--- config.mk ---
export PLATFORM = sky130hd
export DESIGN_NAME = cmd_parser
export DESIGN_NICKNAME = d
export VERILOG_FILES = /design/src/rtl/cmd_parser.sv
export SDC_FILE = /design/constraint.sdc
export NUM_CORES = 1
export LEC_CHECK = 0
export CAP_MARGIN = 20
export CORE_UTILIZATION = 45
export DETAILED_ROUTE_END_ITERATION = 10
export DONT_BUFFER_PORTS = 1
export SLEW_MARGIN = 20
export SYNTH_ARGS = -nofsm -noshare
export SYNTH_HDL_FRONTEND = slang
export SYNTH_SLANG_ARGS = --single-unit
--- constraint.sdc ---
create_clock -name clk -period 3.2 [get_ports clk]
set_clock_uncertainty 0.05 [all_clocks]
set_input_delay 0.8 -clock clk [delete_from_list [all_inputs] [get_ports clk]]
set_output_delay 0.8 -clock clk [all_outputs]
set_load 0.005 [all_outputs]
--- src/rtl/cmd_parser.sv ---
// cmd_parser: decodes ASCII "<hexA><op><hexB>=" commands into operands and an opcode for the ALU
module cmd_parser #(
  parameter int OP_W = 32
) (
  input  logic            clk,
  input  logic            n_rst,
  input  logic [7:0]      rx_data,
  input  logic            rx_valid,
  output logic [OP_W-1:0] op_a,
  output logic [OP_W-1:0] op_b,
  output logic [1:0]      opcode,
  output logic            parser_done,
  output logic            parse_err
);
  localparam int MAX_DIGITS = OP_W / 4;
  localparam int CW = $clog2(MAX_DIGITS + 1);
  typedef enum logic [1:0] {S_A, S_B, S_ERR} state_t;
  state_t          r_state;
  logic [OP_W-1:0] r_acc_a, r_acc_b;
  logic [CW-1:0]   r_cnt_a, r_cnt_b;
  logic [1:0]      r_op;
  logic            w_dec, w_digit, w_op, w_eq, w_sp, w_full_a, w_full_b;
  logic [3:0]      w_nib;
  logic [1:0]      w_op_code;
  assign w_dec     = rx_data inside {[8'h30:8'h39]};
  assign w_digit   = w_dec || (rx_data inside {[8'h41:8'h46], [8'h61:8'h66]});
  assign w_nib     = w_dec ? rx_data[3:0] : rx_data[3:0] + 4'd9;
  assign w_op      = rx_data inside {8'h2B, 8'h2D, 8'h2A, 8'h2F};
  assign w_op_code = rx_data == 8'h2D ? 2'd1 : rx_data == 8'h2A ? 2'd2 : rx_data == 8'h2F ? 2'd3 : 2'd0;
  assign w_eq      = rx_data == 8'h3D;
  assign w_sp      = rx_data == 8'h20;
  assign w_full_a  = r_cnt_a == CW'(MAX_DIGITS);
  assign w_full_b  = r_cnt_b == CW'(MAX_DIGITS);
  always_ff @(posedge clk or negedge n_rst) begin
    if (!n_rst) begin
      r_state     <= S_A;
      r_acc_a     <= '0;
      r_acc_b     <= '0;
      r_cnt_a     <= '0;
      r_cnt_b     <= '0;
      r_op        <= '0;
      op_a        <= '0;
      op_b        <= '0;
      opcode      <= '0;
      parser_done <= 1'b0;
      parse_err   <= 1'b0;
    end else begin
      parser_done <= 1'b0;
      parse_err   <= 1'b0;
      if (rx_valid && !w_sp) begin
        case (r_state)
          S_A: begin
            if (w_digit && !w_full_a) begin
              r_acc_a <= {r_acc_a[OP_W-5:0], w_nib};
              r_cnt_a <= r_cnt_a + CW'(1);
            end else if (w_op && r_cnt_a != '0) begin
              r_op    <= w_op_code;
              r_state <= S_B;
            end else begin
              parse_err <= 1'b1;
              r_acc_a   <= '0;
              r_acc_b   <= '0;
              r_cnt_a   <= '0;
              r_cnt_b   <= '0;
              r_state   <= w_eq ? S_A : S_ERR;
            end
          end
          S_B: begin
            if (w_digit && !w_full_b) begin
              r_acc_b <= {r_acc_b[OP_W-5:0], w_nib};
              r_cnt_b <= r_cnt_b + CW'(1);
            end else if (w_eq && r_cnt_b != '0) begin
              op_a        <= r_acc_a;
              op_b        <= r_acc_b;
              opcode      <= r_op;
              parser_done <= 1'b1;
              r_acc_a     <= '0;
              r_acc_b     <= '0;
              r_cnt_a     <= '0;
              r_cnt_b     <= '0;
              r_state     <= S_A;
            end else begin
              parse_err <= 1'b1;
              r_acc_a   <= '0;
              r_acc_b   <= '0;
              r_cnt_a   <= '0;
              r_cnt_b   <= '0;
              r_state   <= w_eq ? S_A : S_ERR;
            end
          end
          // accumulators were cleared on entry; only the terminator matters here
          S_ERR: r_state <= w_eq ? S_A : S_ERR;
          default: r_state <= S_A;
        endcase
      end
    end
  end
endmodule

==> flow_metrics.py, run 1 <==
metrics = {
    "status": {
        "outcome": "finished with violations",
        "violations": "DRC",
    },
    "sta": {
        "fmax_mhz": 412,
        "timing.final.crit_share_pct": 75.9,
        "finalCriticalPeriod_ns": 2.43,
        "finalMaxSlewViolations": 0,
        "tightest_slew_ns": 0.717,
        "rsz0062_at_grt": "false",
        "hold_viol_final": 0,
        "tns_ns": 0,
        "slew_headroom_pct": 51.9,
        "fin_ws_ns": 0.772,
        "setup_viol": 0,
    },
    "yosys": {
        "ys_ff_latch": 144,
        "yosys-top-cells-area": "dfrtp_1 57%, mux2_2 13%, mux2i_1 4.7%, o21ai_0 3.9%, nand2_1 3.7%",
        "synth_seq_area_share_pct": 56.8,
        "synthDistinctLibCells": 51,
        "syn_area_sq_mm": 0.00634,
        "synth_top_area_share_pct": 56.8,
        "avgSynthCellArea_sq_um": 11.8,
        "syn-num-nets": 556,
        "synth_top_area_cell": "dfrtp_1",
        "synthCells": 536,
        "synth_warnings": 0,
    },
    "grt": {
        "grt-ovfl-total": 0,
        "grt_usage_pct": 18.4,
        "grt_pass1_wl_microns": 20500,
        "grt_start_max_net_pins": 145,
        "grt_antenna_before_repair": 0,
        "grt_pass1_vias": 3900,
    },
    "die": {
        "initial_core_util_pct": 45.9,
        "ioPinCount": 79,
        "core_sq_mm": 0.0138,
        "rows": 43,
        "die_w_microns": 121,
        "die_area_sq_mm": 0.0146,
        "die_h_microns": 121,
    },
    "place": {
        "post-place-ws_ns": 0.366,
        "portBuffers": 0,
        "dp_cells": 700,
        "hpwl_microns": 7860,
        "gp_congestion": 0.873,
    },
    "clock_network": {
        "clkTransAtPathRegs_ns": 0.05,
        "htree_levels": 4,
        "cts_tree": "built",
        "cts-root-buf": "clkbuf_16",
        "clock_sinks": 144,
        "post_cts_buffers": 0,
        "clockBufferDepth": 2,
        "cts-resized-gates": 0,
        "clk_latency_ns": 0.42,
        "cts_hold_buf": 0,
        "numCtsBuffers": 17,
    },
    "setup_path": {
        "worst_path_max_delay_cell": "o21ai_0",
        "arrival_ns": 2.68,
        "endpoint_kind": "flip-flop",
        "path_class": "primary input to flip-flop",
        "path_cells": "inv_1, ha_1, nor3b_1, nor3_1, o21ai_0, o211ai_1, buf_4, buf_12, mux2i_1",
        "cp.required_ns": 3.45,
        "crit_fanout": 15,
        "startpoint_type": "primary input",
        "max_stage_delay_ns": 0.43,
    },
    "final_layout": {
        "fin_util_pct": 52.4,
        "area_delta_synth_final_pct": 14.2,
        "final_common_cell": "dfrtp_1",
        "seqCellArea_sq_mm": 0.00360,
        "final.fill_count": 1185,
        "antennaDiodeCount": 0,
        "final_cell_mix": "144 x dfrtp_1, 71 x mux2_2, 63 x nand2_1",
        "fin_nets": 561,
        "finalNonFillerCells": 733,
        "multiInputGateArea_sq_mm": 0.00243,
        "drive_gt1_share_pct": 24.6,
    },
    "power": {
        "p_per_area_mw_per_mm2": 569,
        "p_leak_nw": 3.50,
        "irDropWorstVdd_v": 0.000375,
    },
    "worst_hold_path": {
        "hold_path_class": "primary input to async pin",
    },
    "detailed_routing": {
        "wire_per_inst_microns": 16.8,
        "vias": 3953,
        "wl_microns": 12300,
        "first_pass_iters": 7,
        "avgViaCountPerCell": 5.39,
        "route.detailed.drc": 2,
        "drtAntennaViolNets": 0,
        "drt_iter0_markers": 255,
    },
    "job": {
        "cap_viol_max_count": 0,
    },
}
-- cells by family (layout without fill, tap and decap cells) --
group	Yosys count	after routing	synth area share, %
xor+xnor	1	1	0.138
mux	103	103	17.7
buf+inv	73	90	5.25
simple gates	97	97	7.20
flops	144	144	56.8
compound gates	109	109	11.1
fa+ha+maj	9	9	1.78
-- power breakdown --
group,total (mW),switching (mW),internal (mW)
Sequential,1.88,0.0257,1.85
Combinational,0.102,0.0622,0.0403
Clock,2.14,0.740,1.40
Total,4.12,0.828,3.30
-- state kept, by name, summed over array words and instances, names as in the netlist, 2 cells and up --
signal,count
op_a,32
op_b,32
r_acc_a,32
r_acc_b,32
r_cnt_a,4
r_cnt_b,4
opcode,2
r_op,2
r_state,2
-- critical path, delay by kind of cell --
| kind | cells | cell delay [ns] |
|---|---|---|
| compound gates | 2 | 0.58 |
| fa+ha+maj | 1 | 0.24 |
| buf+inv | 3 | 0.43 |
| mux | 1 | 0.12 |
| simple gates | 2 | 0.50 |
-- through the flow --
step	area (sq um)	hold WS (ns)	power, mW
finish	7240	0.0310	4.12
global route	7240	0.00304	4.27
CTS	7210	0.00529	4.16
detailed placement	6570	0.440	2.00
global placement	6570	0.443	2.00
floorplan	6340	0.413	1.98
-- layer usage --
layer	global-route usage, %	up-vias	wire, microns
met1	25.8	1945	5920
met5	0	-	0
met2	25.6	102	5430
met3	6.75	22	680
li1	-	1884	-
met4	7.79	0	262
-- cell type report --
cell class | instances | area share [%]
multi-input combinational | 319 | 33.6
tap | 180 | 3.11
sequential | 144 | 49.7
inverter | 43 | 2.23
timing repair buffer | 16 | 2.38
clock inverter | 9 | 2.12
clock buffer | 22 | 6.82
-- cells in the mapped netlist, drive strengths merged --
| master | n |
|---|---|
| clkbuf | 14 |
| xnor2 | 1 |
| mux2 | 73 |
| o2bb2ai | 1 |
| o21ai | 70 |
| nor4b | 1 |
| or4 | 2 |
| nor3 | 2 |
| dfrtp | 144 |
| o41ai | 4 |
| o31ai | 7 |
| buf | 16 |
| a32oi | 1 |
| nor3b | 1 |
| nand4bb | 1 |
| a31oi | 2 |
| a211oi | 5 |
| nand3 | 4 |
| o311ai | 1 |
| or2 | 1 |
| nand2 | 63 |
| or4b | 1 |
| a21oi | 7 |
| or3 | 4 |
| o211ai | 2 |
| inv | 43 |
| and3 | 1 |
| a21o | 2 |
| nor2b | 1 |
| nand3b | 2 |
| mux2i | 30 |
| a31o | 1 |
| a21boi | 1 |
| a2111oi | 1 |
| nor2 | 8 |
| o21bai | 1 |
| a22o | 2 |
| nand2b | 1 |
| and3b | 1 |
| a311oi | 1 |
| ha | 9 |
| nor4 | 3 |
-- path summary, 6_finish.rpt --
path	startpoint	end	slack, ns	cells past startpoint
worst max-delay path	rx_data[1]	r_acc_a[7]	0.77	9
max in group asynchronous	n_rst	op_b[20]	2.37	1
worst max register to register	r_cnt_a[0]	r_acc_a[3]	0.82	7
min in group clk	r_acc_a[29]	op_a[29]	0.45	1
worst min-delay path	n_rst	op_b[17]	0.03	0
worst min register to register	r_acc_a[29]	op_a[29]	0.45	1
(Power assumes the default switching activity.)
==> inputs of run 2 (changes only) <==
clock period = 1.9 ns   (was 3.2 ns; I/O delays follow)
==> run 2 against run 1 <==
  * The flow finishes with violations (hold timing, setup timing)
  * Global-route usage grew 1.9 points
  * Count of clock-buffer cells in the layout grew 1
  * Utilization grew 9.1 points
  * Worst hold slack lost 0.32 ns
  * Combinational power grew 140%
==> flow_metrics.py, run 2 (synthesized netlist as in run 1, its figures left out) <==
metrics = {
    "status": {
        "outcome": "finished with violations",
        "violations": "hold timing, setup timing",
    },
    "setup_path": {
        "crit_fanout": 6,
        "r2r-end": "r_acc_a[14]",
        "endpoint_kind": "flip-flop",
        "arrival_ns": 2.36,
        "r2r_cells": 11,
        "r2r-start": "r_cnt_a[1]",
        "path_class": "primary input to flip-flop",
        "crit_start": "rx_data[4]",
        "startpoint_type": "primary input",
        "cp-endpoint": "r_acc_b[3]",
        "cp.required_ns": 2.15,
        "ff2ff_setup_slack_ns": -0.19,
    },
    "final_layout": {
        "fin_util_pct": 61.5,
        "area_delta_synth_final_pct": 34.1,
        "finalNonFillerCells": 797,
        "final_cell_mix": "144 x dfrtp_1, 51 x mux2_4, 50 x nand2_1",
        "fin_nets": 624,
        "final.fill_count": 1045,
        "antennaDiodeCount": 0,
        "final_common_cell": "dfrtp_1",
        "drive_gt1_share_pct": 42.3,
    },
    "die": {
        "die_area_sq_mm": 0.0146,
        "core_sq_mm": 0.0138,
        "initial_core_util_pct": 45.9,
        "rows": 43,
        "die_w_microns": 121,
        "die_h_microns": 121,
        "ioPinCount": 79,
    },
    "clock_network": {
        "clockBufferDepth": 2,
        "numCtsBuffers": 17,
        "clkTransAtPathRegs_ns": 0.06,
        "htree_levels": 4,
        "clock_sinks": 144,
        "cts-root-buf": "clkbuf_16",
        "clk_latency_ns": 0.41,
        "cts_tree": "built",
    },
    "detailed_routing": {
        "drt_iter0_markers": 219,
        "vias": 4294,
        "wire_per_inst_microns": 18.2,
        "drtAntennaViolNets": 0,
        "route.detailed.drc": 0,
        "wl_microns": 14500,
        "avgViaCountPerCell": 5.39,
        "first_pass_iters": 4,
    },
    "power": {
        "p_per_area_mw_per_mm2": 782,
        "irDropWorstVdd_v": 0.000514,
        "p_leak_nw": 4.13,
    },
    "grt": {
        "grt_pass1_vias": 4427,
        "grt-ovfl-total": 0,
        "grt_pass1_wl_microns": 23000,
        "grt_antenna_before_repair": 0,
        "grt_start_max_net_pins": 145,
        "grt_usage_pct": 20.3,
    },
    "sta": {
        "tns_ns": -9.97,
        "holdWs_ns": -0.289,
        "finalCriticalPeriod_ns": 2.11,
        "slew_headroom_pct": 65.7,
        "fmax_mhz": 474,
        "tightest_slew_ns": 0.514,
        "finalMaxSlewViolations": 0,
        "hold_viol_final": 144,
        "fin_ws_ns": -0.210,
        "timing.final.crit_share_pct": 111,
        "setup_viol": 74,
        "rsz0062_at_grt": "true",
    },
    "place": {
        "gp_congestion": 0.837,
        "dp_cells": 744,
        "hpwl_microns": 9040,
        "portBuffers": 0,
    },
    "job": {
        "cap_viol_max_count": 0,
    },
    "worst_hold_path": {
        "hold_path_class": "primary input to async pin",
    },
}
==> run 2: how the worst min path moves through the flow <==
| stage | endpoint | from | slack (ns) |
|---|---|---|---|
| 2_1_floorplan | op_a[0] | n_rst | 0.13 |
| 3_3_place_gp | op_a[12] | n_rst | 0.13 |
| 3_5_place_dp | op_a[14] | n_rst | 0.13 |
| 4_1_cts | r_acc_b[25] | n_rst | -0.31 |
| 5_1_grt | r_acc_a[16] | n_rst | -0.32 |
| 6_report | r_acc_a[12] | n_rst | -0.29 |
==> run 2: metal layers <==
layer	track usage, %	share of wire [%]	vias to the layer above
met5	0	0	-
met2	32.0	50	98
li1	-	-	2009
met4	7.64	1.3	0
met3	4.91	4.1	15
met1	27.1	45	2172
==> run 2: cell type report <==
| class | instances | area [sq um] | share of cell area (%) |
|---|---|---|---|
| timing repair buffer | 79 | 956 | 11.2 |
| sequential | 144 | 3600 | 42.4 |
| clock buffer | 23 | 468 | 5.50 |
| clock inverter | 9 | 108 | 1.27 |
| multi-input combinational | 319 | 2960 | 34.8 |
| tap | 180 | 225 | 2.65 |
| inverter | 43 | 181 | 2.13 |
==> run 2: through the flow <==
step,instance area [sq um],setup slack [ns],power (mW)
6_report,8500,-0.210,6.65
5_1_grt,8500,-0.265,6.88
4_1_cts,8100,-0.212,6.70
3_5_place_dp,7190,-0.609,3.43
3_3_place_gp,7190,-0.577,3.42
2_1_floorplan,6600,-0.678,3.35
==> run 2: worst max-delay path, cell delays in order <==
cell      delay (ns)
or4b_4          0.56
or3_4           0.45
a211oi_4        0.25
or2_4           0.19
buf_6           0.14
mux2_4          0.30
==> run 2: timing repair <==
item / in CTS / in global routing
setup endpoints to repair: 76 / 104
pin swaps: 6 / 24
gates cloned: 2 / 6
setup buffers: 8 / 5
endpoints found under the hold margin: 144 / 144
resized for setup: 70 / 75
==> run 2: power breakdown <==
part           internal, mW  switching, mW
Combinational         0.119          0.125
Sequential             3.12         0.0485
Clock                  2.00           1.23
==> inputs of run 3 (changes only) <==
PLACE_DENSITY_LB_ADDON = 0.05   (was not set)
clock period = 2 ns   (was 1.9 ns; I/O delays follow)
==> run 3 against run 2 <==
  * The run still ends with hold timing, setup timing left
  * Cell count down 0.38%
  * Clock power down 3%
  * Final area down 2.3%
  * Worst hold slack better by 0.022 ns
  * Die area unchanged
  * Combinational power about the same
  * Register-to-register slack better by 0.16 ns
  * Count of clock-buffer cells in the layout up 1
  * Total power down 4.0%
  * Largest cell class unchanged
==> flow_metrics.py, run 3 (synthesized netlist as in run 1, its figures left out) <==
metrics = {
    "status": {
        "outcome": "finished with violations",
        "violations": "hold timing, setup timing",
    },
    "detailed_routing": {
        "drt_iter0_markers": 329,
        "wire_per_inst_microns": 17.8,
        "drtAntennaViolNets": 0,
        "avgViaCountPerCell": 5.34,
        "wl_microns": 14200,
        "top_layer": "met4",
        "m1WireLength_microns": 6280,
        "route.detailed.drc": 0,
        "wl_met2_microns": 7010,
        "first_pass_iters": 4,
        "met3RoutedLength_microns": 605,
        "vias": 4243,
    },
    "setup_path": {
        "path_cells": "inv_2, ha_4, inv_4, o311ai_4, or3_1, o211ai_1, buf_4, clkbuf_16, mux2_2",
        "crit_fanout": 6,
        "path_class": "flip-flop to flip-flop",
        "worst-path-buf-inv": 4,
        "endpoint_kind": "flip-flop",
        "arrival_ns": 2.27,
        "startpoint_type": "flip-flop",
        "r2r-start": "r_cnt_a[1]",
        "cp.required_ns": 2.25,
        "max_stage_delay_ns": 0.36,
        "cpLargestDelayFamily": "buffers and inverters",
        "worst_path_max_delay_cell": "dfrtp_1",
        "crit_start": "r_cnt_a[1]",
    },
    "grt": {
        "grt_pass1_vias": 4270,
        "grt-ovfl-total": 0,
        "grt_start_max_net_pins": 145,
        "grt_pass1_wl_microns": 22500,
        "grt_antenna_before_repair": 0,
        "grt_usage_pct": 20.3,
    },
    "power": {
        "p_leak_nw": 3.98,
        "power_frac_seq_pct": 47.2,
        "p_per_area_mw_per_mm2": 768,
        "power_switching_mw": 1.31,
        "pwr-share-clk_pct": 49.0,
        "swShare_pct": 20.6,
        "combinationalPowerShare_pct": 3.8,
        "irDropWorstVdd_v": 0.000595,
        "internal_power_mw": 5.07,
    },
    "clock_network": {
        "numCtsBuffers": 17,
        "htree_levels": 4,
        "clock_sinks": 144,
        "cts-root-buf": "clkbuf_16",
        "cts_tree": "built",
        "clkTransAtPathRegs_ns": 0.05,
        "clk_latency_ns": 0.42,
        "clockBufferDepth": 2,
    },
    "place": {
        "post-place-ws_ns": -0.532,
        "gp_congestion": 0.780,
        "hpwl_microns": 8720,
        "portBuffers": 0,
    },
    "sta": {
        "timing.final.crit_share_pct": 101,
        "finalCriticalPeriod_ns": 2.03,
        "fmax_mhz": 493,
        "holdWs_ns": -0.267,
        "fin_ws_ns": -0.0291,
        "setup_viol": 20,
        "tightest_slew_ns": 0.478,
        "finalMaxSlewViolations": 0,
        "slew_headroom_pct": 68.0,
        "hold_viol_final": 144,
        "rsz0062_at_grt": "true",
    },
    "final_layout": {
        "final.fill_count": 1096,
        "fin_nets": 623,
        "final_cell_mix": "144 x dfrtp_1, 60 x nand2_1, 42 x buf_4",
        "final_common_cell": "dfrtp_1",
        "area_delta_synth_final_pct": 31.0,
        "drive_gt1_share_pct": 36.3,
        "antennaDiodeCount": 0,
    },
    "die": {
        "die_h_microns": 121,
        "ioPinCount": 79,
        "die_area_sq_mm": 0.0146,
        "rows": 43,
        "initial_core_util_pct": 45.9,
        "die_w_microns": 121,
        "core_sq_mm": 0.0138,
    },
    "job": {
        "cap_viol_max_count": 0,
    },
    "worst_hold_path": {
        "hold_path_class": "primary input to async pin",
    },
}
## run 3: changes by cell type in the layout (fill, tap and decap cells not counted), sizes merged
cell / before / now
buf: 73 / 70
bufinv: 2 / 3
clkbuf: 29 / 32
clkinv: 4 / 3
clkinvlp: 2 / 0
inv: 44 / 43
## run 3: stage by stage
step	TNS (ns)	power (mW)	util, %	std cells	instance area (sq um)
6_report	-0.225	6.38	60.1	794	8310
5_1_grt	-4.35	6.60	60.1	794	8310
4_1_cts	-0.0159	6.43	57.1	780	7890
3_5_place_dp	-52.20	3.26	51.6	740	7130
3_3_place_gp	-51.96	3.25	51.6	740	7130
2_1_floorplan	-30.52	3.18	-	536	6580
## run 3: routing by layer
layer / global-route usage, % / vias up
met5: 0 / -
met4: 9.34 / 0
met3: 6.32 / 22
met2: 32.0 / 96
met1: 25.5 / 2129
li1: - / 1996
## run 3: layout make-up
type	count	area [sq um]	area share (%)
Sequential cell	144	3600	43.4
Multi-Input combinational cell	319	2770	33.4
Timing Repair Buffer	78	967	11.6
Clock buffer	24	462	5.56
Tap cell	180	225	2.71
Inverter	43	169	2.03
Clock inverter	6	109	1.31
## run 3: worst paths after layout
check	slack, ns	cells past startpoint	to
min	-0.27	0	op_a[16]
max	-0.03	9	r_acc_a[3]
max reg2reg	-0.03	9	r_acc_a[3]
min in group clk	0.23	2	r_op[0]
max in group asynchronous	1.99	0	r_acc_b[3]
min reg2reg	0.46	1	op_b[29]
## run 3: power groups by stage
| stage | combinational, mW | clock, mW | sequential, mW |
|---|---|---|---|
| global route | 0.264 | 3.31 | 3.02 |
| floorplan | 0.131 | 0 | 3.05 |
| detailed placement | 0.195 | 0 | 3.06 |
| finish | 0.240 | 3.13 | 3.01 |
| global placement | 0.189 | 0 | 3.06 |
| CTS | 0.227 | 3.19 | 3.01 |
## run 3: worst reg2reg max path: cells and delay by family (launching register included)
kind / cells / cell delay (ns)
mux: 1 / 0.33
compound gates: 2 / 0.24
buf+inv: 4 / 0.41
flops: 1 / 0.36
simple gates: 1 / 0.35
fa+ha+maj: 1 / 0.17
## run 3: timing repair
action / CTS / global route
endpoints found under the hold margin: 144 / 144
resized for setup: 19 / 49
buffers inserted: 7 / 6
endpoints found under the setup margin: 77 / 83
pin swaps: 3 / 10
gates cloned: 3 / 8
